<file path="src/rtl/img_pkg.sv">
// Shared definitions for the block-average downscaler pipeline:
// default frame geometry, loader FSM states and the raster address helper.
package img_pkg;

  localparam int unsigned LARGURA_DEF = 4;
  localparam int unsigned ALTURA_DEF  = 4;
  localparam int unsigned PIX_W_DEF   = 8;

  typedef enum logic [1:0] {
    IDLE = 2'd0,
    LOAD = 2'd1,
    FULL = 2'd2
  } loader_state_t;

  // Linear RAM address of a pixel in raster order.
  function automatic int unsigned addr_of(input int unsigned row,
                                          input int unsigned col,
                                          input int unsigned width);
    return row * width + col;
  endfunction

endpackage

</file>
<file path="src/rtl/frame_ram.sv">
// Simple dual-port frame RAM: one synchronous write port, one registered
// read port. Reads beyond DEPTH return 0; a same-cycle write/read to one
// address returns the old contents.
module frame_ram #(
  parameter int unsigned DEPTH  = 16,
  parameter int unsigned PIX_W  = 8,
  parameter int unsigned ADDR_W = 4,
  parameter int unsigned IDX_W  = $clog2(DEPTH)
) (
  input  logic              clk,
  input  logic              rst,
  input  logic              i_wr_en,
  input  logic [IDX_W-1:0]  i_wr_addr,
  input  logic [PIX_W-1:0]  i_wr_data,
  input  logic [ADDR_W-1:0] i_rd_addr,
  output logic [PIX_W-1:0]  o_rd_data
);

  logic [PIX_W-1:0] r_mem [0:DEPTH-1];
  logic [PIX_W-1:0] r_rd_data;
  logic             w_rd_in_range;

  assign w_rd_in_range = (32'(i_rd_addr) < DEPTH);
  assign o_rd_data     = r_rd_data;

  // Storage array; contents survive reset.
  always_ff @(posedge clk) begin
    if (i_wr_en) begin
      r_mem[i_wr_addr] <= i_wr_data;
    end
  end

  // Registered read, zero for out-of-range addresses.
  always_ff @(posedge clk or posedge rst) begin
    if (rst) begin
      r_rd_data <= '0;
    end else if (w_rd_in_range) begin
      r_rd_data <= r_mem[i_rd_addr[IDX_W-1:0]];
    end else begin
      r_rd_data <= '0;
    end
  end

endmodule

</file>
<file path="src/rtl/frame_loader.sv">
// Upstream stage of the block-average downscaler: captures one raster-scan
// frame into the frame RAM, holds it for the consumer until frame_ack.
// Optional build macro FRAME_SYNC_CHECK_EN enables sof/eol framing checks
// (sticky err_sync, mid-frame sof restarts the frame).
module frame_loader
  import img_pkg::*;
#(
  parameter int unsigned LARGURA = LARGURA_DEF,
  parameter int unsigned ALTURA  = ALTURA_DEF,
  parameter int unsigned PIX_W   = PIX_W_DEF,
  parameter int unsigned ADDR_W  = $clog2(LARGURA * ALTURA)
) (
  input  logic              clk,
  input  logic              rst,
  input  logic              s_valid,
  output logic              s_ready,
  input  logic [PIX_W-1:0]  s_data,
  input  logic              s_sof,
  input  logic              s_eol,
  input  logic [ADDR_W-1:0] rd_addr,
  output logic [PIX_W-1:0]  rd_data,
  output logic              frame_valid,
  input  logic              frame_ack,
  output logic              busy,
  output logic [7:0]        frame_cnt,
  output logic              err_sync
);

  localparam int unsigned DEPTH = LARGURA * ALTURA;
  localparam int unsigned IDX_W = $clog2(DEPTH);
  localparam int unsigned COL_W = $clog2(LARGURA);
  localparam int unsigned ROW_W = (ALTURA > 1) ? $clog2(ALTURA) : 1;

  loader_state_t r_state, w_state_next;

  logic [COL_W-1:0] r_col, w_col_next;
  logic [ROW_W-1:0] r_row, w_row_next;
  logic             r_s_ready;
  logic             r_busy;
  logic             r_frame_valid;
  logic [7:0]       r_frame_cnt;

  logic             w_xfer;
  logic             w_last_col;
  logic             w_last_row;
  logic             w_wr_en;
  logic [IDX_W-1:0] w_wr_addr;
  logic [IDX_W-1:0] w_lin_addr;
  logic             w_cnt_inc;

`ifdef FRAME_SYNC_CHECK_EN
  logic             w_err_set;
  logic             r_err_sync;
`else
  logic             w_unused_eol;
`endif

  assign w_xfer     = s_valid & r_s_ready;
  assign w_last_col = (r_col == COL_W'(LARGURA - 1));
  assign w_last_row = (r_row == ROW_W'(ALTURA - 1));
  assign w_lin_addr = IDX_W'(addr_of(32'(r_row), 32'(r_col), LARGURA));

  assign s_ready     = r_s_ready;
  assign busy        = r_busy;
  assign frame_valid = r_frame_valid;
  assign frame_cnt   = r_frame_cnt;

  // State and raster position registers.
  always_ff @(posedge clk or posedge rst) begin
    if (rst) begin
      r_state <= IDLE;
      r_col   <= '0;
      r_row   <= '0;
    end else begin
      r_state <= w_state_next;
      r_col   <= w_col_next;
      r_row   <= w_row_next;
    end
  end

  // Next state, raster advance and RAM write control.
  always_comb begin
    w_state_next = r_state;
    w_col_next   = r_col;
    w_row_next   = r_row;
    w_wr_en      = 1'b0;
    w_wr_addr    = '0;
    w_cnt_inc    = 1'b0;
`ifdef FRAME_SYNC_CHECK_EN
    w_err_set    = 1'b0;
`endif
    case (r_state)
      IDLE: begin
        // Beats without sof are consumed and dropped.
        if (w_xfer && s_sof) begin
          w_wr_en      = 1'b1;
          w_wr_addr    = '0;
          w_col_next   = COL_W'(1);
          w_row_next   = '0;
          w_state_next = LOAD;
`ifdef FRAME_SYNC_CHECK_EN
          w_err_set    = s_eol;
`endif
        end
      end
      LOAD: begin
        if (w_xfer) begin
`ifdef FRAME_SYNC_CHECK_EN
          if (s_sof) begin
            // Unexpected sof: flag it and restart the frame at pixel 0.
            w_err_set  = 1'b1;
            w_wr_en    = 1'b1;
            w_wr_addr  = '0;
            w_col_next = COL_W'(1);
            w_row_next = '0;
          end else begin
            w_err_set = (s_eol != w_last_col);
`endif
            w_wr_en   = 1'b1;
            w_wr_addr = w_lin_addr;
            if (w_last_col) begin
              w_col_next = '0;
              if (w_last_row) begin
                w_row_next   = '0;
                w_state_next = FULL;
              end else begin
                w_row_next = r_row + ROW_W'(1);
              end
            end else begin
              w_col_next = r_col + COL_W'(1);
            end
`ifdef FRAME_SYNC_CHECK_EN
          end
`endif
        end
      end
      FULL: begin
        if (frame_ack) begin
          w_state_next = IDLE;
          w_cnt_inc    = 1'b1;
        end
      end
      default: begin
        w_state_next = IDLE;
        w_col_next   = '0;
        w_row_next   = '0;
      end
    endcase
  end

  // Handshake/status outputs registered from the next state.
  always_ff @(posedge clk or posedge rst) begin
    if (rst) begin
      r_s_ready     <= 1'b0;
      r_busy        <= 1'b0;
      r_frame_valid <= 1'b0;
      r_frame_cnt   <= '0;
    end else begin
      r_s_ready     <= (w_state_next != FULL);
      r_busy        <= (w_state_next == LOAD);
      r_frame_valid <= (w_state_next == FULL);
      if (w_cnt_inc) begin
        r_frame_cnt <= r_frame_cnt + 8'd1;
      end
    end
  end

`ifdef FRAME_SYNC_CHECK_EN
  // Sticky framing error, cleared only by reset.
  always_ff @(posedge clk or posedge rst) begin
    if (rst) begin
      r_err_sync <= 1'b0;
    end else if (w_err_set) begin
      r_err_sync <= 1'b1;
    end
  end
  assign err_sync = r_err_sync;
`else
  assign w_unused_eol = s_eol;
  assign err_sync     = 1'b0;
`endif

  frame_ram #(
    .DEPTH  (DEPTH),
    .PIX_W  (PIX_W),
    .ADDR_W (ADDR_W),
    .IDX_W  (IDX_W)
  ) u_frame_ram (
    .clk       (clk),
    .rst       (rst),
    .i_wr_en   (w_wr_en),
    .i_wr_addr (w_wr_addr),
    .i_wr_data (s_data),
    .i_rd_addr (rd_addr),
    .o_rd_data (rd_data)
  );

endmodule
</file>
<file path="config.mk">
export PLATFORM = sky130hd
export DESIGN_NAME = frame_loader
export DESIGN_NICKNAME = d
export VERILOG_FILES = /design/src/rtl/img_pkg.sv /design/src/rtl/frame_ram.sv /design/src/rtl/frame_loader.sv
export SDC_FILE = /design/constraint.sdc
export NUM_CORES = 1
export LEC_CHECK = 0
export ABC_CLOCK_PERIOD_IN_PS = 2860
export CAP_MARGIN = 20
export CORE_MARGIN = 2
export CORE_UTILIZATION = 59
export CTS_BUF_LIST = sky130_fd_sc_hd__clkbuf_16
export DETAILED_ROUTE_END_ITERATION = 7
export PLACE_DENSITY = 0.84
export SYNTH_ARGS = -nofsm -noshare
export SYNTH_HDL_FRONTEND = slang
export SYNTH_HIERARCHICAL = 1
export SYNTH_SLANG_ARGS = --single-unit
</file>
<file path="constraint.sdc">
create_clock -name clk -period 2.86 [get_ports clk]
set_input_delay 0.286 -clock clk [delete_from_list [all_inputs] [get_ports clk]]
set_output_delay 0.286 -clock clk [all_outputs]
set_load 0.01 [all_outputs]
</file>
After elaboration in Yosys (flattened, before gate mapping):

Memories as Yosys holds them, arrays and structs flattened. A register that Yosys moved wholly into a read port is not among the register bits.
Cells that the tools add are included.

* add/sub/neg operators: 4
* multipliers: 0
* div/mod/pow operators: 0
* magnitude comparators: 0
* eq/ne operators: 10
* shift operators: 0
* mux-type cells: 24
* bitwise operators: 2
* reduce and logical (&&, ||, !) cells: 4

Operators by type and width (number)
* $mux W2: 12
* $pmux W2 S3: 3
* $add A8 B1 Y8 const B: 1
* $eq A2 B2 Y1 const B: 4
* $mux W4: 2
* $ne A2 B2 Y1 const B: 4
* $mux W1: 6
* $add A2 B1 Y2 const B: 2
* $add A4 B2 Y4: 1
* $eq A2 B1 Y1 const B: 2
* $reduce_and A4 Y1: 1
* $reduce_and A3 Y1: 1
* $logic_not A2 Y1: 1
* $pmux W1 S2: 1
* $and A1 B1 Y1: 1
* $logic_and A1 B1 Y1: 1
* $not A1 Y1: 1

* bits in registers: 17
* bits in latches: 0
* RAM bits: 128
* ROM bits: 0
* bits of input ports: 18
* output and inout port bits: 20
* memories kept: 1

Memories
* u_frame_ram.r_mem: words 16, width 8, read ports 1, clocked after Yosys merged registers in 1, write ports 1, RTL line frame_ram.sv:19 `logic [PIX_W-1:0] r_mem [0:DEPTH-1];`

Depth between registers and ports, before layout:

Gate-level depths: netlist of run 1.

* depth in word-level cells: 6
* gate-level depth with buffers: 6
* depth with buffers taken out: 5

Modules after synthesis:

The synthesis of run 1 kept the hierarchy.

By module, submodules not included
* frame_ram: instances 1, cells an instance 230, area an instance 5191.2 um^2, sequential area each 4043.9 um^2
* frame_loader: instances 1, cells an instance 87, area an instance 912.1 um^2, sequential area each 425.4 um^2

Least setup slack after synthesis of run 1:

No wires, ideal clock.

* kind: flip-flop to flip-flop
* from: register r_s_ready, in the netlist s_ready
* to: memory u_frame_ram.r_mem[0][0], enable pin
* setup time: 0.383 ns
* data arrival time: 1.936 ns
* required time: 2.477 ns
* setup slack: 0.541 ns
* cell stages (with the launch flop): 5
* clock period less this slack: 2.319 ns
* cells stage by stage: dfrtp_1 > o211ai_1 > nor2_1 > or3b_2 > nor3_1

* word-level cells in the longest chain between the ends: 6
* elaborated cells on any way between the ends: 9
* those cells by class: mux: 7; bitwise: 1; reduce/logical: 1

RTL lines
* from (decl): RTL line frame_loader.sv:38 `logic r_s_ready;`
* from (signal assigned): RTL line frame_loader.sv:159 `r_s_ready <= (w_state_next != FULL);`
* $and A1 B1 Y1 (*): RTL line frame_loader.sv:58 `assign w_xfer = s_valid & r_s_ready;`
* $logic_and A1 B1 Y1: RTL line frame_loader.sv:95 `if (w_xfer && s_sof) begin`
* $mux W1: RTL line frame_loader.sv:95
* $pmux W1 S2 (*): RTL line frame_loader.sv:92 `case (r_state)`
* named net w_wr_en: RTL line frame_loader.sv:46 `logic w_wr_en;`
* $mux W1 (*): RTL line frame_ram.sv:28 `if (i_wr_en) begin`
* $mux W1 (implied by the code) (*): RTL line frame_ram.sv:29 `r_mem[i_wr_addr] <= i_wr_data;`
* to (decl): RTL line frame_ram.sv:19

The timed path passes the listed nets; every way through them passes the cells marked *.

Worst setup path in the final report of run 1:

* from: register r_state[0]
* to: memory u_frame_ram.r_mem[13][5], enable pin

* elaborated cells on any way between the ends: 6
* those cells by class: eq/ne: 1; mux: 4; reduce/logical: 1

RTL lines
* from (decl): RTL line frame_loader.sv:34 `loader_state_t r_state, w_state_next;`
* from (signal assigned): RTL line frame_loader.sv:75 `r_state <= w_state_next;`
* $eq A2 B1 Y1: RTL line frame_loader.sv:92
* $mux W4
* named net w_wr_addr[0]: RTL line frame_loader.sv:47 `logic [IDX_W-1:0] w_wr_addr;`

The timed path passes the listed nets, and every way through them passes these cells.

==> out/results.ini, run 1 <==
[routing]
met3_wirelength_um=718
drt_iter0_markers=215
top_layer=met4
drc_errors=0
post_drt_wl_per_cell_um=22.58
routed_via_density=6.036
routed_wl_um=11990
ant_nets=0
vias=3205
drtPass1Iterations=4
wl_met2_um=6304
wl_met1_um=4683

[grt]
grt-ovfl-total=0
antenna_found_initial=0
grt_pass1_wl_um=18780
grt_use_total_pct=23.22
grt_pass1_vias=3350
grt_max_degree=33

[final_layout]
nets=403
drive_gt1_share_pct=19.49
syn_to_final_growth_pct=20.75
fin_area_um2=7370
num_antenna_cells=0

[clock_network]
post-cts-setup-buffers=0
cts_root_buf=clkbuf_16
post_cts_resized=0
clkSinkCount=153
clk_path_buf_depth=2
clk_latency_ns=0.42
ctsHtreeMaxLevel=4
cts_tree=built
ctsHoldBuffers=0
clk_pin_slew_ns=0.06
cts_inserted_buffers=17

[worst_setup_path]
startpoint_type=flip-flop
worstPathArrival_ns=2.33
r2r_cells=6
path_class=flip-flop to flip-flop
endpoint_kind=flip-flop
critPathRequiredTime_ns=2.97
path_max_fanout=10
r2r_slack_ns=0.64

[synthesis]
synth_fa_ha_area_share_pct=0.6150
synthArstFlopShare_pct=16.34
synth_simple_gate_area_share_pct=6.109
synth_compound_area_share_pct=3.854
synth_edf_count=128
synth_ff_type=edfxtp_1
postSynthAreaPerCell_um2=19.25
synth_top_area_share_pct=62.98
synth_top_family_by_area=multiplexers
synth_xor_area_share_pct=1.005
syn-num-nets=338
ys_top_cells_by_count=edfxtp_1 (128), dfrtp_1 (25), a22oi_1 (18), mux4_2 (18), nor2_1 (17)
yosys-mux-area-fraction_pct=12.85
synth-seq-area-share_pct=73.23
yosys.area.top_type=edfxtp_1
yosysMostFrequentCell=edfxtp_1
synth.area.top_cells=edfxtp_1 (63%), dfrtp_1 (10%), mux4_2 (6.6%), mux4_1 (6.0%), a22oi_1 (2.2%)
ys_types=40
syn_area_um2=6103
yosysWarningCount=6
netlist_instances=317
synth-seq-cells=153

[placement]
io_buffers=35
dpl_cell_area_um2=6686
routabilityCongestion=0.7769
hpwl_um=7312

[timing]
finalSetupViolCount=0
final.setup_skew_ns=0.008770
maxSlewViolCount=0
finalSetupTns_ns=0
fin_crit_sh_pct=77.59
tightest_slew_ns=0.7248
fin_crit_ns=2.219
rsz0062_at_grt=no
final_hold_viol_count=0
slew_headroom_pct=51.50
timing.fmax_mhz=450.7

[hold_path]
hp-class=input port to async pin

[floorplan]
die_w_um=105.7
pin_count=38
start_util_pct=59.93
die_area_um2=11170
row_count=37
die_y_um=105.7
fp.coreArea_um2=10180

[pwr]
power.density_nw_per_um2=798.6
p_leak_nw=2.662
ir_drop_v=0.0005027

[run_status]
outcome=finished clean

[flow_run]
drv_cap=0

==> flip-flops by register name, summed over array words and instances (netlist names) <==
signal / cells
u_frame_ram/r_mem: 128
frame_cnt: 8
u_frame_ram/o_rd_data: 8
r_col: 2
r_row: 2
r_state: 2
busy: 1
frame_valid: 1
s_ready: 1
==> placed cells by master (no fill, tap or decap), types with 6 or more instances in the layout <==
cell type,instances
edfxtp_1,128
clkdlybuf4s50_1,34
dfrtp_1,25
buf_4,24
a22oi_1,18
mux4_2,18
nor2_1,17
clkbuf_16,17
nand2_1,14
mux4_1,14
inv_1,10
bufinv_16,7
nor3_1,6
==> per-stage QoR <==
stage,setup WS [ns],hold slack (ns),total power [mW],util [%],instances
finish,0.6410,0.1847,5.885,72.36,531
global route,0.4956,0.2214,6.071,72.36,531
CTS,0.6570,0.1911,5.915,72.36,531
detailed placement,0.2993,0.4553,3.364,65.65,499
global placement,0.4193,0.4559,3.320,65.65,499
floorplan,0.5408,0.1017,3.116,-,317
==> cells by family (layout without fill, tap and decap cells) <==
logic type | after synthesis | count (layout)
AO/OA/AOI/OAI | 34 | 34
XOR/XNOR | 7 | 7
adder cells (fa/ha/maj) | 3 | 3
buffers and inverters | 20 | 98
flip-flops | 153 | 153
multiplexers | 33 | 33
other | 1 | 1
AND/OR/NAND/NOR | 66 | 66
==> worst paths after layout <==
path                                    from                       end
worst min-delay path                     rst  u_frame_ram/o_rd_data[1]
worst max-delay path              r_state[0]  u_frame_ram/r_mem[13][5]
min in group clk                frame_cnt[7]              frame_cnt[7]
worst min register to register  frame_cnt[7]              frame_cnt[7]
max in group asynchronous                rst              frame_cnt[1]
worst max register to register    r_state[0]  u_frame_ram/r_mem[13][5]
==> cell type report <==
type | instances | area, µm²
fillers | 601 | 2815
repair buffers | 59 | 525.5
inverters | 7 | 26.28
clock buffers | 17 | 425.4
multi-input cells | 144 | 1495
flip-flops and latches | 153 | 4469
well taps | 136 | 170.2
clock inverters | 15 | 257.7
==> where the power goes <==
part	total (mW)	switching, mW	internal [mW]
clock	2.55	0.834	1.72
combinational	0.651	0.353	0.298
sequential	2.68	0.0900	2.59
total	5.89	1.28	4.61
==> critical path, cell delays in order, from the launching register on <==
cell and delay, ns:
dfrtp_1 0.49, inv_1 0.14, nor3_1 0.31, and2_1 0.33
nand2b_1 0.18, nor2_1 0.22, buf_4 0.24
==> per-layer routing <==
layer | global-route usage (%) | up-vias
met5 | 0 | -
met4 | 9.680 | 0
met3 | 5.628 | 26
met2 | 38.71 | 142
met1 | 29.51 | 1628
li1 | - | 1409
Note: power is estimated with default switching activity, not from simulation.
==> run 2: changes to the inputs <==
Settings changed: ABC_CLOCK_PERIOD_IN_PS 2860 to 2220.
Clock period 2.86 ns to 2.22 ns, I/O delays scaled along.
==> run 2 against run 1 <==
Final area decreased by 0.80%. Power increased by 20%. Register-to-register slack got worse by 0.53 ns. First-iteration DRC count increased by 10%. Highest routed layer unchanged.
==> out/results.ini, run 2 (same netlist as run 1, synthesis figures left out) <==
[timing]
slew_headroom_pct=57.97
worst_hold_slack_ns=0.1427
setup_ws_ns=0.1119
rsz0062_at_grt=no
fin_crit_sh_pct=94.96
tightest_slew_ns=0.6298
finalSetupViolCount=0
final.setup_skew_ns=0.01151
final_hold_viol_count=0
fin_crit_ns=2.108
maxSlewViolCount=0
finalSetupTns_ns=0
timing.fmax_mhz=474.4

[final_layout]
num_antenna_cells=0
syn_to_final_growth_pct=19.78
top_register=u_frame_ram/r_mem
finish.utilization_pct=71.78
nFillCells=596
drive_gt1_share_pct=21.11
nets=406
layout_commonest_cell=edfxtp_1
layout_common_cells=edfxtp_1 (128), clkdlybuf4s50_1 (34), dfrtp_1 (25), buf_4 (25), clkbuf_16 (20)
largest_reg_flops=128

[placement]
post-place-ws_ns=-0.007913
hpwl_um=7228
routabilityCongestion=0.7639
io_buffers=35

[floorplan]
row_count=37
pin_count=38
fp.coreArea_um2=10180
die_y_um=105.7
die_area_um2=11170
die_w_um=105.7
start_util_pct=59.93

[routing]
ant_nets=0
drt_iter0_markers=237
drtPass1Iterations=4
routed_wl_um=11440
post_drt_wl_per_cell_um=21.43
vias=3172
drc_errors=0
routed_via_density=5.940

[grt]
grt_use_total_pct=22.54
antenna_found_initial=0
grt_pass1_vias=3355
grt-ovfl-total=0
grt_max_degree=33
grt_pass1_wl_um=18200

[worst_setup_path]
slowest_stage=or3b_2
critPathRequiredTime_ns=2.34
path_class=flip-flop to flip-flop
worstPathArrival_ns=2.22
max_stage_delay_ns=0.53
path_max_fanout=10
endpoint_kind=flip-flop
path_cells=inv_1, nor3_2, and2_1, or3b_2, nor2_1, buf_4
startpoint_type=flip-flop

[clock_network]
clkSinkCount=153
post-cts-setup-buffers=0
ctsHoldBuffers=0
cts_inserted_buffers=17
cts_root_buf=clkbuf_16
cts_tree=built
post_cts_resized=0
clk_latency_ns=0.42
clk_pin_slew_ns=0.06
clk_path_buf_depth=2
ctsHtreeMaxLevel=4

[pwr]
intPower_mw=5.368
p_seq_share_pct=49.1
power.share.clock_pct=38.6
power.density_nw_per_um2=963.0
ir_drop_v=0.0006366
switching_share_pct=23.75
p_leak_nw=2.643
p_total_mw=7.040
pwr-share-comb_pct=12.4
switching_power_mw=1.672

[hold_path]
hp-class=input port to async pin

[run_status]
outcome=finished clean

[flow_run]
drv_cap=0

## run 2: critical path: cells and delay by family (launching register included)
family / cells / cell delay (ns)
simple gates: 4 / 0.94
flops: 1 / 0.48
buf+inv: 2 / 0.38
## run 2: power by group through the flow
stage               Clock [mW]  Combinational [mW]  Sequential, mW
floorplan                    0               0.538            3.48
global placement             0               0.816            3.49
detailed placement           0               0.860            3.51
CTS                       2.76               0.871            3.45
global route              2.86               0.952            3.47
finish                    2.71               0.871            3.46
## run 2: layout make-up
cell class	instances	area [µm²]	share of cell area [%]
multi-input combinational	144	1505	20.59
clock inverter	12	66.31	0.9071
inverter	7	26.28	0.3594
clock buffer	20	500.5	6.846
sequential	153	4469	61.13
tap	136	170.2	2.328
timing repair buffer	62	573.1	7.838
## run 2: path summary, 6_finish.rpt
check,start,end,slack (ns),cells after the start
max reg2reg,r_state[0],u_frame_ram/r_mem[1][0],0.11,6
min,rst,u_frame_ram/o_rd_data[5],0.14,2
min reg2reg,frame_cnt[7],frame_cnt[7],0.47,1
max in group asynchronous,rst,r_state[1],1.59,2
min in group clk,frame_cnt[7],frame_cnt[7],0.47,1
max,r_state[0],u_frame_ram/r_mem[1][0],0.11,6
## run 2: through the flow
stage,cells,instance area [µm²]
after floorplan,317,6108
after global placement,502,6739
after detailed placement,502,6739
after CTS,534,7306
after global routing,534,7311
final,534,7311
## run 2: metal layers
metal	global-route usage, %	part of all wire, %	vias up
li1	-	-	1415
met2	38.02	54	101
met3	7.112	5.4	17
met1	27.91	39	1639
met5	0	0	-
met4	7.613	1.5	0
